**config.mk**
```make
export PLATFORM = sky130hd
export DESIGN_NAME = multi_debounce_filter
export DESIGN_NICKNAME = d
export VERILOG_FILES = /design/src/rtl/filter_sig_pkg.sv /design/src/rtl/filter_channel.sv /design/src/rtl/multi_debounce_filter.sv
export SDC_FILE = /design/constraint.sdc
export NUM_CORES = 1
export LEC_CHECK = 0
export ABC_AREA = 1
export CAP_MARGIN = 15
export CORE_MARGIN = 8
export CORE_UTILIZATION = 50
export DETAILED_ROUTE_END_ITERATION = 7
export PLACE_DENSITY = 0.87
export SLEW_MARGIN = 0
export SYNTH_ARGS = -nofsm -noshare
export SYNTH_HDL_FRONTEND = slang
export SYNTH_SLANG_ARGS = --single-unit
```
**constraint.sdc**
```tcl
create_clock -name clk -period 2.8 [get_ports clk]
set_input_delay 0.56 -clock clk [delete_from_list [all_inputs] [get_ports clk]]
set_output_delay 0.56 -clock clk [all_outputs]
set_load 0.02 [all_outputs]
```
**src/rtl/filter_sig_pkg.sv**
```systemverilog
// Shared definitions for the multi-channel debounce filter: per-channel
// FSM state encoding.
package filter_sig_pkg;

    // Per-channel filter state. STABLE_* hold a confirmed level, *_CHK count
    // agreeing samples towards a level change.
    typedef enum logic [1:0] {
        STABLE_LO = 2'd0,
        RISE_CHK  = 2'd1,
        STABLE_HI = 2'd2,
        FALL_CHK  = 2'd3
    } filt_state_e;

endpackage

```
**src/rtl/filter_channel.sv**
```systemverilog
// One debounce channel: 2-FF synchroniser, confirm FSM with saturating
// sample counter, registered level and edge pulses, optional glitch counter.
// Optional feature macro: FILTER_GLITCH_CNT_EN (builds the glitch counter).
//
// Handshake: none. The shared tick is a one-cycle strobe; the channel only
// advances its FSM on cycles where tick is high.
module filter_channel
    import filter_sig_pkg::*;
#(
    parameter int CONF_W     = 4,
    parameter int INIT_LEVEL = 0,
    parameter int GCNT_W     = 16
) (
    input  logic              clk,
    input  logic              rst_n,
    input  logic              data_in,
    input  logic              tick,
    input  logic [CONF_W-1:0] conf,
    input  logic              glitch_clr,
    output logic              data_out,
    output logic              rise_pulse,
    output logic              fall_pulse,
    output logic [GCNT_W-1:0] glitch_cnt,
    output filt_state_e       state
);

    localparam logic        INIT_BIT   = (INIT_LEVEL != 0);
    localparam filt_state_e INIT_STATE = INIT_BIT ? STABLE_HI : STABLE_LO;
    localparam logic [CONF_W-1:0] CNT_MAX = '1;
    localparam logic [CONF_W-1:0] CONF_ONE = CONF_W'(1);

    logic              sync1;
    logic              sync2;
    filt_state_e       state_next;
    logic [CONF_W-1:0] cnt;
    logic [CONF_W-1:0] cnt_next;
    logic [CONF_W-1:0] cnt_sat;
    logic [CONF_W:0]   cnt_inc;
    logic              level_next;
    logic              rise_next;
    logic              fall_next;
    logic              glitch_evt;
    logic              confirm_now;

    // Two-flop synchroniser for the asynchronous pin.
    always_ff @(posedge clk or negedge rst_n) begin
        if (!rst_n) begin
            sync1 <= INIT_BIT;
            sync2 <= INIT_BIT;
        end else begin
            sync1 <= data_in;
            sync2 <= sync1;
        end
    end

    // Counter increment is evaluated one bit wider so the >= compare sees
    // the true cnt+1; the stored value saturates instead of wrapping.
    assign cnt_inc     = {1'b0, cnt} + {{CONF_W{1'b0}}, 1'b1};
    assign cnt_sat     = (cnt == CNT_MAX) ? cnt : cnt_inc[CONF_W-1:0];
    assign confirm_now = (cnt_inc >= {1'b0, conf});

    // Next-state logic; only acts on tick cycles, otherwise everything holds.
    always_comb begin
        state_next = state;
        cnt_next   = cnt;
        level_next = data_out;
        rise_next  = 1'b0;
        fall_next  = 1'b0;
        glitch_evt = 1'b0;
        if (tick) begin
            case (state)
                STABLE_LO: begin
                    if (sync2) begin
                        if (conf == CONF_ONE) begin
                            state_next = STABLE_HI;
                            cnt_next   = '0;
                            level_next = 1'b1;
                            rise_next  = 1'b1;
                        end else begin
                            state_next = RISE_CHK;
                            cnt_next   = CONF_ONE;
                        end
                    end
                end
                RISE_CHK: begin
                    if (sync2) begin
                        if (confirm_now) begin
                            state_next = STABLE_HI;
                            cnt_next   = '0;
                            level_next = 1'b1;
                            rise_next  = 1'b1;
                        end else begin
                            cnt_next = cnt_sat;
                        end
                    end else begin
                        state_next = STABLE_LO;
                        cnt_next   = '0;
                        glitch_evt = 1'b1;
                    end
                end
                STABLE_HI: begin
                    if (!sync2) begin
                        if (conf == CONF_ONE) begin
                            state_next = STABLE_LO;
                            cnt_next   = '0;
                            level_next = 1'b0;
                            fall_next  = 1'b1;
                        end else begin
                            state_next = FALL_CHK;
                            cnt_next   = CONF_ONE;
                        end
                    end
                end
                FALL_CHK: begin
                    if (!sync2) begin
                        if (confirm_now) begin
                            state_next = STABLE_LO;
                            cnt_next   = '0;
                            level_next = 1'b0;
                            fall_next  = 1'b1;
                        end else begin
                            cnt_next = cnt_sat;
                        end
                    end else begin
                        state_next = STABLE_HI;
                        cnt_next   = '0;
                        glitch_evt = 1'b1;
                    end
                end
                default: begin
                    state_next = INIT_STATE;
                    cnt_next   = '0;
                end
            endcase
        end
    end

    // State, counter, filtered level and one-cycle edge pulses.
    always_ff @(posedge clk or negedge rst_n) begin
        if (!rst_n) begin
            state      <= INIT_STATE;
            cnt        <= '0;
            data_out   <= INIT_BIT;
            rise_pulse <= 1'b0;
            fall_pulse <= 1'b0;
        end else begin
            state      <= state_next;
            cnt        <= cnt_next;
            data_out   <= level_next;
            rise_pulse <= rise_next;
            fall_pulse <= fall_next;
        end
    end

`ifdef FILTER_GLITCH_CNT_EN
    // Saturating count of aborted checks; a clear in the same cycle wins.
    always_ff @(posedge clk or negedge rst_n) begin
        if (!rst_n) begin
            glitch_cnt <= '0;
        end else if (glitch_clr) begin
            glitch_cnt <= '0;
        end else if (glitch_evt && (glitch_cnt != {GCNT_W{1'b1}})) begin
            glitch_cnt <= glitch_cnt + {{(GCNT_W-1){1'b0}}, 1'b1};
        end
    end
`else
    logic unused_glitch;
    assign unused_glitch = glitch_clr | glitch_evt;
    assign glitch_cnt    = '0;
`endif

endmodule

```
**src/rtl/multi_debounce_filter.sv**
```systemverilog
// N-channel glitch filter: shared free-running prescaler produces a sample
// tick every 2**DIV_W clocks; each channel confirms level changes after
// max(cfg_confirm,1) consecutive agreeing samples.
// Optional feature macro: FILTER_GLITCH_CNT_EN (per-channel glitch counters).
module multi_debounce_filter
    import filter_sig_pkg::*;
#(
    parameter int CH_NUM     = 4,
    parameter int DIV_W      = 8,
    parameter int CONF_W     = 4,
    parameter int INIT_LEVEL = 0,
    parameter int GCNT_W     = 16
) (
    input  logic                     clk,
    input  logic                     rst_n,
    input  logic [CH_NUM-1:0]        data_in,
    input  logic [CONF_W-1:0]        cfg_confirm,
    output logic [CH_NUM-1:0]        data_out,
    output logic [CH_NUM-1:0]        rise_pulse,
    output logic [CH_NUM-1:0]        fall_pulse,
    input  logic                     glitch_clr,
    output logic [CH_NUM*GCNT_W-1:0] glitch_cnt
);

    logic [DIV_W-1:0]  presc;
    logic              tick;
    logic [CONF_W-1:0] conf_eff;

    // Per-channel FSM states, kept visible for probing.
    filt_state_e ch_state_unused [CH_NUM];

    // Free-running prescaler; wraps from all-ones to zero.
    always_ff @(posedge clk or negedge rst_n) begin
        if (!rst_n) begin
            presc <= '0;
        end else begin
            presc <= presc + {{(DIV_W-1){1'b0}}, 1'b1};
        end
    end

    assign tick     = &presc;
    assign conf_eff = (cfg_confirm == '0) ? CONF_W'(1) : cfg_confirm;

    for (genvar i = 0; i < CH_NUM; i++) begin : g_ch
        filter_channel #(
            .CONF_W     (CONF_W),
            .INIT_LEVEL (INIT_LEVEL),
            .GCNT_W     (GCNT_W)
        ) u_ch (
            .clk        (clk),
            .rst_n      (rst_n),
            .data_in    (data_in[i]),
            .tick       (tick),
            .conf       (conf_eff),
            .glitch_clr (glitch_clr),
            .data_out   (data_out[i]),
            .rise_pulse (rise_pulse[i]),
            .fall_pulse (fall_pulse[i]),
            .glitch_cnt (glitch_cnt[i*GCNT_W +: GCNT_W]),
            .state      (ch_state_unused[i])
        );
    end

endmodule

```
==> metrics.md <==
| Metric | Value |
|---|---|
| Status | `finished, final reports clean` |
| Pre-CTS setup slack | `-0.009388 ns` |
| All-Layer GR Usage | `0.1322` |
| Slew @ Worst Pin | `0.6156 ns` |
| Post-CTS Setup Inserts | `0` |
| Unrepaired setup endpoints after global routing | `false` |
| Most common cell in the netlist | `buf_4` |
| #FFs+latches synth | `52` |
| Inserted Diodes | `0` |
| CP arrival | `2.77 ns` |
| Initial Utilization | `0.5175` |
| Vias in the first global route | `2,562` |
| Drt pass-1 iters | `4` |
| Row Count | `30` |
| I/O pins | `87` |
| Class of the tightest hold or removal check | `in -> async` |
| Vias | `2,544` |
| Die height | `99.86 um` |
| Layout cell share with drive strength beyond 1 | `0.09865` |
| Total negative slack | `0 ns` |
| CP startpoint kind | `input port` |
| R2R setup slack | `0.90 ns` |
| Critical-path cell list | `clkdlybuf4s50_1 > inv_2 > nand3_2 > inv_1 > or2_2 > ha_1 > inv_1 > nand2_1 > a21oi_1 > nand2_1 > nand2_1 > nand3_2 > nand2_4 > o21ai_1 > a21oi_2` |
| Synthesized area per cell | `8.312 sq um` |
| Post-synth ARST share | `1.000` |
| CP endpoint kind | `flip-flop` |
| MaxCap Viol Count | `0` |
| CTS Sinks | `52` |
| Synth top area cells | `dfrtp_1 37%, buf_4 16%, nand2_1 7.2%` |
| Final Power | `1.475 mW` |
| Count of unique library cells instantiated by Yosys | `40` |
| Avg WL per Cell | `11.78 um` |
| Placer Congestion | `0.8583` |
| Maximum VDD drop | `0.0002055 V` |
| Largest net degree at the start of global routing | `28` |
| Final Routed Wirelength | `6.383 mm` |
| Root buf cell | `clkbuf_8` |
| Multi-input gate area | `1679 sq um` |
| Delay of the slowest critical-path stage | `0.53 ns` |
| Worst slew margin | `0.5896` |
| Final Setup Violations | `0` |
| Placed Instance Area | `3572 sq um` |
| Cells after Synth | `423` |
| Final hold vios | `0` |
| CP bufs+invs | `4` |
| Clock slew at reported path FFs | `0.10 ns` |
| Port bufs | `21` |
| Final ANT Viol Nets | `0` |
| Final setup margin | `0.2712 ns` |
| Slew Limit Fails | `0` |
| DIE WIDTH | `99.86 um` |
| Post-Route Skew | `0.008284 ns` |
| Post-cts sizing count | `0` |
| Max Freq | `395.4 MHz` |
| GR Overflow Total | `0` |
| Die Footprint | `9971 sq um` |
| CP required | `3.04 ns` |
| Top cells by count, synth | `76 x buf_4, 67 x nand2_1, 52 x dfrtp_1` |
| Top cell type's share of synthesized area | `0.3701` |
| Core footprint | `6794 sq um` |
| Slowest-stage cell, CP | `clkdlybuf4s50_1` |
| EDFF count, synth | `0` |
| Post-route cell area | `3687 sq um` |
| Power Density | `399.9 nW/um^2` |
| R2R depth | `9` |
| CP max FO | `5` |
| Detailed Route Iter0 Violations | `96` |
| Synth Cell Area | `3516 sq um` |
| Global-route wire length before repair | `10.98 mm` |
| CTS max path bufs | `2` |
| Final worst-path cycle share | `0.9031` |
| # fillers | `632` |
| Area Growth Syn to Fin | `4.876%` |
| Top cell by count, worst path | `nand2_1` |
| Clock latency at the later pin of the worst-skew pair | `0.31 ns` |
| Register area | `1301 sq um` |
| YS warnings | `0` |
| Nets | `473` |
| Initial antenna violation count | `0` |
| Cts bufs inserted | `5` |
| Cts hold-fix bufs | `0` |
| H-tree Lvls | `2` |
| Vias per inst | `4.694` |
| Residual DRC | `0` |
| Most used DFF post-synth | `dfrtp_1` |
| Leakage power | `1.937 nW` |
| CTS tree | `built` |
| DP HPWL | `5.139 mm` |
| Area leader, netlist | `dfrtp_1` |
| Crit path time final | `2.529 ns` |
| Setup Crit Path Kind | `in -> reg` |
| Sequential share of the synthesized area | `0.3701` |
| Crit path max-delay family | `simple AND/OR/NAND/NOR gates` |
| Instance count on the critical path | `15` |
## final cells by class
cell class | count | area share
multi-input cells | 305 | 0.4554
well taps | 96 | 0.03258
clock buffers | 5 | 0.01866
repair buffers | 28 | 0.07329
flip-flops and latches | 52 | 0.3529
clock inverters | 3 | 0.01256
inverters | 53 | 0.05463
## per-layer routing
metal | vias up | GRT usage | wire (um)
met5 | - | 0 | 0
met4 | 0 | 0.03609 | 50
met3 | 8 | 0.03045 | 337
met2 | 69 | 0.2555 | 3382
met1 | 1204 | 0.1379 | 2613
li1 | 1263 | - | -
## power breakdown
part | internal (mW) | total [mW] | switching, mW
clock network | 0.269 | 0.524 | 0.255
logic | 0.0443 | 0.187 | 0.142
registers | 0.759 | 0.764 | 0.00546
## per-stage QoR
step | hold WS (ns) | cells | util
floorplan | 0.2644 | 486 | -
global placement | 0.3346 | 534 | 0.5258
detailed placement | 0.3364 | 534 | 0.5258
CTS | 0.2704 | 542 | 0.5427
global route | 0.2889 | 542 | 0.5427
finish | 0.2487 | 542 | 0.5427
## sequential cells by signal, indices dropped and copies added, names as in the netlist
register,flops
g_ch.u_ch.fall_pulse,4
g_ch.u_ch.cnt,16
g_ch.u_ch.state,8
g_ch.u_ch.sync1,4
g_ch.u_ch.rise_pulse,4
presc,8
g_ch.u_ch.data_out,4
g_ch.u_ch.sync2,4
## layout by cell type, fill, tap and decap left out, drive strengths merged, types with 9 or more instances in the layout
master         Yosys  final
nand4              9      9
nor2              36     36
clkdlybuf4s50      0     20
nand3             29     29
o21ai             24     24
xor2               9      9
ha                17     17
inv               53     54
dfrtp             52     52
conb               1     64
a21oi              9      9
nand2             72     72
## cell families (layout without fill, tap and decap cells)
group,after synthesis,after routing,synth area share
AND/OR/NAND/NOR,162,162,0.2270
buffers and inverters,129,89,0.2196
flip-flops,52,52,0.3701
AO/OA/AOI/OAI,45,45,0.07829
adder cells (fa/ha/maj),17,17,0.06050
XOR/XNOR,14,14,0.03488
multiplexers,3,3,0.008541
other,1,64,0.001067
## worst paths after layout
check                               startpoint                  end
max                             cfg_confirm[2]  g_ch[1].u_ch.cnt[2]
min                                      rst_n   g_ch[0].u_ch.sync1
max reg2reg                g_ch[1].u_ch.cnt[0]  g_ch[1].u_ch.cnt[2]
min reg2reg                 g_ch[1].u_ch.sync1   g_ch[1].u_ch.sync2
max in group asynchronous                rst_n  g_ch[2].u_ch.cnt[0]
min in group clk            g_ch[1].u_ch.sync1   g_ch[1].u_ch.sync2
(Power assumes the default switching activity.)
